<file path="src/rtl/corelet_ctrl_if.sv">
// Control/handshake bundle between the corelet sequencer and its datapath
// (SRAMs, L0, MAC array, OFIFO, SFU).
interface corelet_ctrl_if #(
    parameter int unsigned addr_bw = 11
);
    logic               start;
    logic               relu_en;
    logic               busy;
    logic               done;
    logic               w_cen_n;
    logic [addr_bw-1:0] w_addr;
    logic               a_cen_n;
    logic [addr_bw-1:0] a_addr;
    logic               l0_wr;
    logic               l0_rd;
    logic               l0_full;
    logic               l0_ready;
    logic [1:0]         inst;
    logic               ofifo_rd;
    logic               ofifo_valid;
    logic               accumulate;
    logic               relu;
    logic               send_output;
    logic [3:0]         pass_idx;

    modport master (
        input  start, relu_en, l0_full, l0_ready, ofifo_valid,
        output busy, done, w_cen_n, w_addr, a_cen_n, a_addr, l0_wr, l0_rd,
               inst, ofifo_rd, accumulate, relu, send_output, pass_idx
    );

    modport slave (
        output start, relu_en, l0_full, l0_ready, ofifo_valid,
        input  busy, done, w_cen_n, w_addr, a_cen_n, a_addr, l0_wr, l0_rd,
               inst, ofifo_rd, accumulate, relu, send_output, pass_idx
    );
endinterface

</file>
<file path="src/rtl/corelet_ctrl.sv">
// Corelet sequencer: per pass, load kernel weights into the array, stream
// activations, then drain the OFIFO into the SFU; done after the last pass.
module corelet_ctrl #(
    parameter int unsigned row     = 8,
    parameter int unsigned col     = 8,
    parameter int unsigned npass   = 9,
    parameter int unsigned nact    = 36,
    parameter int unsigned addr_bw = 11
) (
    input logic            clk,
    input logic            reset,
    corelet_ctrl_if.master bus
);
    localparam logic [2:0] IDLE      = 3'd0;
    localparam logic [2:0] WLOAD     = 3'd1;
    localparam logic [2:0] EXEC      = 3'd2;
    localparam logic [2:0] DRAIN     = 3'd3;
    localparam logic [2:0] OUT_FLUSH = 3'd4;

    localparam int unsigned CMAX = (nact > col) ? nact : col;
    localparam int unsigned CW   = $clog2(CMAX + 1);
    localparam int unsigned SW   = $clog2(row + col + 1);

    logic [2:0]    state;
    logic [CW-1:0] issue_cnt;
    logic [CW-1:0] pop_cnt;
    logic [SW-1:0] skew_cnt;
    logic [3:0]    pass_idx;
    logic          relu_q;
    logic          rd_q;
    logic          send_q;
    logic          done_q;

    logic [CW-1:0] issue_lim;
    logic          issue;
    logic          l0_pop;
    logic          of_pop;
    logic          last_pass;

    assign last_pass = (pass_idx == 4'(npass - 1));

    always_comb begin
        issue_lim = (state == WLOAD) ? CW'(col) : CW'(nact);
        issue     = !bus.l0_full && ((state == WLOAD) || (state == EXEC))
                    && (issue_cnt < issue_lim);
        l0_pop    = bus.l0_ready
                    && (((state == WLOAD) && (pop_cnt < CW'(col)))
                     || ((state == EXEC)  && (pop_cnt < CW'(nact))));
        of_pop    = (state == DRAIN) && bus.ofifo_valid && (pop_cnt < CW'(nact));
    end

    always_ff @(posedge clk) begin
        if (!reset) begin
            state     <= IDLE;
            issue_cnt <= '0;
            pop_cnt   <= '0;
            skew_cnt  <= '0;
            pass_idx  <= '0;
            relu_q    <= 1'b0;
            rd_q      <= 1'b0;
            send_q    <= 1'b0;
            done_q    <= 1'b0;
        end else begin
            // rd_q tracks the SRAM's one-cycle read latency, so the last
            // issued read still lands in L0 after a state change.
            rd_q   <= issue;
            send_q <= of_pop && last_pass;
            done_q <= (state == OUT_FLUSH);
            if (issue) issue_cnt <= issue_cnt + 1'b1;
            if (l0_pop || of_pop) pop_cnt <= pop_cnt + 1'b1;

            case (state)
                IDLE: begin
                    if (bus.start) begin
                        state     <= WLOAD;
                        pass_idx  <= '0;
                        relu_q    <= bus.relu_en;
                        issue_cnt <= '0;
                        pop_cnt   <= '0;
                        skew_cnt  <= '0;
                    end
                end
                WLOAD: begin
                    // all col weights popped: hold row+col cycles for array skew
                    if (pop_cnt == CW'(col)) begin
                        if (skew_cnt == SW'(row + col - 1)) begin
                            state     <= EXEC;
                            issue_cnt <= '0;
                            pop_cnt   <= '0;
                            skew_cnt  <= '0;
                        end else begin
                            skew_cnt <= skew_cnt + 1'b1;
                        end
                    end
                end
                EXEC: begin
                    if (l0_pop && (pop_cnt == CW'(nact - 1))) begin
                        state     <= DRAIN;
                        issue_cnt <= '0;
                        pop_cnt   <= '0;
                    end
                end
                DRAIN: begin
                    if (of_pop && (pop_cnt == CW'(nact - 1))) begin
                        pop_cnt <= '0;
                        if (last_pass) begin
                            state <= OUT_FLUSH;
                        end else begin
                            pass_idx <= pass_idx + 4'd1;
                            state    <= WLOAD;
                        end
                    end
                end
                OUT_FLUSH: state <= IDLE;
                default:   state <= IDLE;
            endcase
        end
    end

    assign bus.busy        = (state != IDLE);
    assign bus.done        = done_q;
    assign bus.w_cen_n     = !(issue && (state == WLOAD));
    assign bus.a_cen_n     = !(issue && (state == EXEC));
    assign bus.w_addr      = (state == WLOAD)
                             ? addr_bw'(pass_idx) * addr_bw'(col) + addr_bw'(issue_cnt)
                             : '0;
    assign bus.a_addr      = (state == EXEC)
                             ? addr_bw'(pass_idx) * addr_bw'(nact) + addr_bw'(issue_cnt)
                             : '0;
    assign bus.l0_wr       = rd_q;
    assign bus.l0_rd       = l0_pop;
    assign bus.inst        = (state == WLOAD) ? 2'b01
                           : ((state == EXEC) || (state == DRAIN)) ? 2'b10 : 2'b00;
    assign bus.ofifo_rd    = of_pop;
    assign bus.accumulate  = (state == DRAIN) && (pass_idx != 4'd0);
    assign bus.relu        = relu_q && last_pass && ((state == DRAIN) || (state == OUT_FLUSH));
    assign bus.send_output = send_q;
    assign bus.pass_idx    = pass_idx;
endmodule

</file>
<file path="src/flat_wrapper.sv">
// flat-port wrapper written by rule: the top's interface ports become plain ports
module corelet_ctrl_flat 
#(
    parameter int unsigned row     = 8,
    parameter int unsigned col     = 8,
    parameter int unsigned npass   = 9,
    parameter int unsigned nact    = 36,
    parameter int unsigned addr_bw = 11
)
  (clk, reset, bus_start, bus_relu_en, bus_l0_full, bus_l0_ready, bus_ofifo_valid, bus_busy, bus_done, bus_w_cen_n, bus_w_addr, bus_a_cen_n, bus_a_addr, bus_l0_wr, bus_l0_rd, bus_inst, bus_ofifo_rd, bus_accumulate, bus_relu, bus_send_output, bus_pass_idx);
  corelet_ctrl_if #(.addr_bw(addr_bw)) bus_i ();
  input logic clk;
  input logic reset;
  input wire logic [$bits(bus_i.start)-1:0] bus_start;
  input wire logic [$bits(bus_i.relu_en)-1:0] bus_relu_en;
  input wire logic [$bits(bus_i.l0_full)-1:0] bus_l0_full;
  input wire logic [$bits(bus_i.l0_ready)-1:0] bus_l0_ready;
  input wire logic [$bits(bus_i.ofifo_valid)-1:0] bus_ofifo_valid;
  output wire logic [$bits(bus_i.busy)-1:0] bus_busy;
  output wire logic [$bits(bus_i.done)-1:0] bus_done;
  output wire logic [$bits(bus_i.w_cen_n)-1:0] bus_w_cen_n;
  output wire logic [$bits(bus_i.w_addr)-1:0] bus_w_addr;
  output wire logic [$bits(bus_i.a_cen_n)-1:0] bus_a_cen_n;
  output wire logic [$bits(bus_i.a_addr)-1:0] bus_a_addr;
  output wire logic [$bits(bus_i.l0_wr)-1:0] bus_l0_wr;
  output wire logic [$bits(bus_i.l0_rd)-1:0] bus_l0_rd;
  output wire logic [$bits(bus_i.inst)-1:0] bus_inst;
  output wire logic [$bits(bus_i.ofifo_rd)-1:0] bus_ofifo_rd;
  output wire logic [$bits(bus_i.accumulate)-1:0] bus_accumulate;
  output wire logic [$bits(bus_i.relu)-1:0] bus_relu;
  output wire logic [$bits(bus_i.send_output)-1:0] bus_send_output;
  output wire logic [$bits(bus_i.pass_idx)-1:0] bus_pass_idx;
  assign bus_i.start = bus_start;
  assign bus_i.relu_en = bus_relu_en;
  assign bus_i.l0_full = bus_l0_full;
  assign bus_i.l0_ready = bus_l0_ready;
  assign bus_i.ofifo_valid = bus_ofifo_valid;
  assign bus_busy = bus_i.busy;
  assign bus_done = bus_i.done;
  assign bus_w_cen_n = bus_i.w_cen_n;
  assign bus_w_addr = bus_i.w_addr;
  assign bus_a_cen_n = bus_i.a_cen_n;
  assign bus_a_addr = bus_i.a_addr;
  assign bus_l0_wr = bus_i.l0_wr;
  assign bus_l0_rd = bus_i.l0_rd;
  assign bus_inst = bus_i.inst;
  assign bus_ofifo_rd = bus_i.ofifo_rd;
  assign bus_accumulate = bus_i.accumulate;
  assign bus_relu = bus_i.relu;
  assign bus_send_output = bus_i.send_output;
  assign bus_pass_idx = bus_i.pass_idx;
  corelet_ctrl #(.row(row), .col(col), .npass(npass), .nact(nact), .addr_bw(addr_bw)) u_core (.clk(clk), .reset(reset), .bus(bus_i));
endmodule
</file>
<file path="config.mk">
export PLATFORM = sky130hd
export DESIGN_NAME = corelet_ctrl_flat
export DESIGN_NICKNAME = d
export VERILOG_FILES = /design/src/rtl/corelet_ctrl_if.sv /design/src/rtl/corelet_ctrl.sv /design/src/flat_wrapper.sv
export SDC_FILE = /design/constraint.sdc
export NUM_CORES = 1
export LEC_CHECK = 0
export CORE_ASPECT_RATIO = 1.5
export CORE_UTILIZATION = 46
export CTS_BUF_LIST = sky130_fd_sc_hd__clkbuf_8
export CTS_CLUSTER_DIAMETER = 100
export DETAILED_ROUTE_END_ITERATION = 8
export PLACE_DENSITY = 0.76
export SLEW_MARGIN = 20
export SYNTH_ARGS = -nofsm -noshare
export SYNTH_HDL_FRONTEND = slang
export SYNTH_SLANG_ARGS = --single-unit
</file>
<file path="constraint.sdc">
create_clock -name clk -period 2.2 [get_ports clk]
set_input_delay 0.33 -clock clk [delete_from_list [all_inputs] [get_ports clk]]
set_output_delay 0.33 -clock clk [all_outputs]
set_load 0.02 [all_outputs]
</file>
Word-level counts from Yosys, hierarchy flattened:

Cells that the tools add are included.

* add/sub/neg operators: 6
* multiply operators: 1
* order comparisons: 3
* equal/unequal tests: 14
* muxes and demuxes: 33
* reductions and logical operators: 32

Operators with widths (count)
* $mux 6: 12
* $pmux 6 s4: 1
* $mux 11: 2
* $mux 3: 6
* $pmux 6 s3: 1
* $logic_and 1x1->1: 15
* $mux 5: 3
* $add 6x1->6 const B: 2
* $mux 4: 3
* $pmux 3 s4: 1
* $add 10x6->11: 1
* $ne 2x2->1 const B: 5
* $pmux 5 s2: 1
* $add 7x6->8: 1
* $mul 4x4->8 const B: 1
* $pmux 4 s2: 1
* $eq 3x2->1 const B: 2
* $eq 6x4->1 const B: 1
* $eq 6x6->1 const B: 1
* $lt 6x4->1 const B: 1
* $lt 6x6->1: 1
* $lt 6x6->1 const B: 1
* $add 5x1->5 const B: 1
* $eq 5x4->1 const B: 1
* 16 further kinds: 24

* flip-flop bits (word level): 28
* input port bits: 7
* output and inout port bits: 38
* logic and storage cells: 98

Logic depth before layout (Yosys ltp):

* word-level depth: 9
* depth in mapped cells: 10
* depth with buffers taken out: 8

Worst setup path after synthesis:

OpenSTA, ideal clock, no wires.

* path kind: register -> output
* start: reg u_core.pass_idx[0] (netlist: u_core.bus.pass_idx[0])
* end: out bus_a_addr[10]
* arrival: 2.118 ns
* data required time: 1.870 ns
* setup slack: -0.248 ns
* cell stages (with the launch flop): 7
* buffers on the path: 0
* path through: dfxtp_1 -> ha_1 -> ha_1 -> ha_1 -> nand2_1 -> nor2_1 -> nor4b_1

* longest elaborated chain between the ends: 3

Ends and longest elaborated chain
* start: declaration: RTL line corelet_ctrl.sv:28 `logic [3:0] pass_idx;`
* start signal: assignment: RTL line corelet_ctrl.sv:109 `pass_idx <= pass_idx + 4'd1;`
* $mul 4x4->8: RTL line corelet_ctrl.sv:128 `? addr_bw'(pass_idx) * addr_bw'(nact) + addr_bw'(issue_cnt)`
* $add 10x6->11: RTL line corelet_ctrl.sv:128
* $mux 11: RTL line corelet_ctrl.sv:128
* end: declaration: RTL line flat_wrapper.sv:24 `output wire logic [$bits(bus_i.a_addr)-1:0] bus_a_addr;`

Every way passes these cells.

Worst setup path after layout:

* start: reg u_core.pass_idx[0] (netlist: u_core.bus.pass_idx[0])
* end: out bus_a_addr[8]

Same word-level chain as after synthesis.

==> summary.txt <==
Clocking
  – Maximum clock insertion buffer count: 2
  – Clock sink count: 28
  – CTS tree: built
  – Clk Latency, worst-skew pair: between 0.2 and 0.3 ns
  – Cts hold-fix bufs: 0
  – Clk root buf: clkbuf_8
  – Inserted Clock Buffers: 3
  – Clock-pin slew of the registers on the worst-case setup and hold paths: about 0.11 ns
  – H-tree Lvls: 1

Min path
  – Hold crit path type: register to register
  – Worst Hold End: u_core.skew_cnt[4]
  – HP Start: u_core.skew_cnt[4]
  – Min-Delay Path Depth: 1

Synth
  – Yosys top cell area share: 0.255
  – Synthesized instance count: 247
  – Post-synthesis cell area: 2200 um^2
  – #FFs+latches synth: 28
  – EDFF count, synth: 0
  – Post-synth ARST share: 0
  – Sequential area share after synthesis: 0.255
  – Netlist cell types: just over 60
  – Commonest cells in the netlist: nor2_1, dfxtp_1, ha_1
  – Synth area leader: dfxtp_1
  – Count leader, synth: nor2_1
  – Top cells by area, synth: dfxtp_1, ha_1, xnor2_1
  – Main flop type after synthesis: dfxtp_1
  – Mean Syn Cell Area: about 8.9 um^2
  – Synth Warn #: 0

Routing
  – DR iter-0 viols: between 50 and 60
  – Via count: roughly 2100
  – Final ANT Viol Nets: 0
  – First-pass DRT Iterations: 4
  – Final WL: about 6200 um
  – Vias/cell: ~5.4
  – Drt drc: 0
  – Drt wl/cell: roughly 16 um

Setup path
  – Worst EP required: 1.87 ns
  – Buf+Inv Stages, Crit Path: 3
  – Crit Path Class: register to output pin
  – Crit-path leading delay family: adder cells
  – Slowest cell on the critical path: dfxtp_4
  – Worst r2r path cells: 10
  – Worst-path cell chain: ha_4, ha_4, buf_4, buf_6, a21oi_4, nor2_4, xnor2_2, nor2_2, buf_6
  – Setup crit start kind: register
  – Crit path max fanout: 4
  – CP max stage delay: roughly 0.39 ns
  – FF-to-FF End: u_core.issue_cnt[2]
  – R2r setup slk: 0.03 ns
  – RR Startpoint: u_core.state[2]
  – WP data arrival: 1.99 ns
  – Crit path capture type: output pin

Floorplanning
  – Initial core utilization: 0.484
  – Die height: ~87 um
  – Ports: 45
  – Die area: between 5000 and 6000 um^2
  – Core box area: between 4000 and 5000 um^2
  – Row cnt: 30
  – Die width: 58.5 um

Timing
  – Clk_skew: roughly 0.0096 ns
  – RSZ-0062 raised after global routing: true
  – Final period util: 1.05
  – Worst-Margin Slew: between 0.5 and 0.6 ns
  – Fin Setup TNS: -0.522 ns
  – Final Slew Violations: 0
  – Hold Fails Final Rpt: 0
  – Hold_ws: between 0.4 and 0.5 ns
  – Max_slew headroom: 0.605
  – Fmax: between 400 and 500 MHz
  – Final setup vio count: 7
  – Final setup margin: -0.115 ns
  – Final min period: between 2 and 2.5 ns

Power
  – PD cells: 621 nW/um^2
  – Total power: a little over 2 mW
  – Leakage power: between 1 and 1.5 nW
  – VDD IR max: between 500 and 600 uV

GRT
  – Largest net degree at the start of global routing: 17
  – First-pass GRT wire length: 9720 um
  – Vias in the first global route: ~2100
  – Tot GR Track Use: 0.249
  – Initial antenna violation count: 0
  – GR Overflow Total: 0

Job
  – Max Cap Viol: 0

Finish
  – Fin area: about 3200 um^2
  – Area delta synth->final: 47.3%
  – # nets final: 351
  – Share of cells above drive strength 1: 0.378
  – Layout fillers: 351
  – Reg area: between 500 and 600 um^2
  – Multi-input logic area: approximately 1800 um^2
  – N_diodes: 0
  – Final core area utilization: 0.713

Placed design
  – IO Port Bufs: between 40 and 50
  – DP Wirelength: approximately 4100 um
  – Post-Place Cell Area: 2900 um^2
  – Placer congestion estimate: 0.899

Outcome
  – Failing checks: setup timing
  – Outcome: finished with violations
registers in the layout (all words and copies together), names as in the netlist:
signal	count
u_core.relu_q	1
u_core.issue_cnt	6
u_core.pop_cnt	6
u_core.bus.done	1
u_core.state	3
u_core.bus.l0_wr	1
u_core.bus.send_output	1
u_core.skew_cnt	5
u_core.bus.pass_idx	4
area by class of cell:
type / count / area share
repair buffers: 83 / 0.209
inverters: 6 / 0.00695
well taps: 64 / 0.0247
clock buffers: 3 / 0.0127
multi-input cells: 202 / 0.561
flip-flops and latches: 28 / 0.177
clock inverters: 1 / 0.00927
worst max-delay path by stage:
stage	from	slack, ns	cells after the start	endpoint
floorplan	u_core.state[1]	0.007	10	u_core.issue_cnt[5]
global placement	u_core.bus.pass_idx[0]	-0.36	8	bus_a_addr[8]
detailed placement	u_core.bus.pass_idx[0]	-0.41	8	bus_a_addr[8]
CTS	u_core.bus.pass_idx[0]	-0.14	8	bus_a_addr[9]
global route	u_core.bus.pass_idx[0]	-0.20	8	bus_a_addr[9]
finish	u_core.bus.pass_idx[0]	-0.12	9	bus_a_addr[8]
logic make-up (layout without fill, tap and decap cells):
family	count (synthesis)	in the layout	synth area share
AO/OA/AOI/OAI	47	47	0.171
AND/OR/NAND/NOR	110	110	0.310
XOR/XNOR	19	19	0.0757
other	1	3	0.00170
adder cells (fa/ha/maj)	20	20	0.121
buffers and inverters	19	93	0.0529
multiplexers	3	3	0.0137
flip-flops	28	28	0.255
per-layer routing:
metal  up-vias  GRT usage  share of wire
li1       1021          -              -
met1      1010      0.269           0.39
met2        46      0.482           0.56
met3        15     0.0149          0.018
met4         0      0.108          0.032
met5         -          0              0
cells in the final DEF (no fill, tap or decap), types with 5 or more instances in the layout:
master	n
buf_4	44
nor2_1	27
dfxtp_1	22
nand2_1	15
clkdlybuf4s50_1	15
xnor2_1	12
and2_1	11
ha_1	10
dlygate4sd2_1	8
ha_4	7
xor2_1	6
nor2b_1	6
buf_6	6
inv_1	5
a21oi_2	5
nand2b_1	5
a21oi_1	5
clkbuf_2	5
what timing repair did:
| item | in CTS | in global routing |
|---|---|---|
| pin swaps | 16 | 14 |
| resized for setup | 101 | 37 |
| setup endpoints to repair | 26 | 26 |
| buffers inserted | 5 | 1 |
power breakdown:
part | switching [mW] | leakage (nW) | internal, mW | total, mW
registers | 0.0299 | 0.230 | 0.546 | 0.576
clock network | 0.175 | 0.0357 | 0.244 | 0.420
logic | 0.555 | 1.08 | 0.459 | 1.01
total | 0.761 | 1.35 | 1.25 | 2.01
metrics by stage:
stage	worst slack (ns)	std cells
floorplan	0.00734	249
detailed placement	-0.408	377
global route	-0.198	387
global placement	-0.363	377
finish	-0.115	387
CTS	-0.142	386
(Power assumes the default switching activity.)
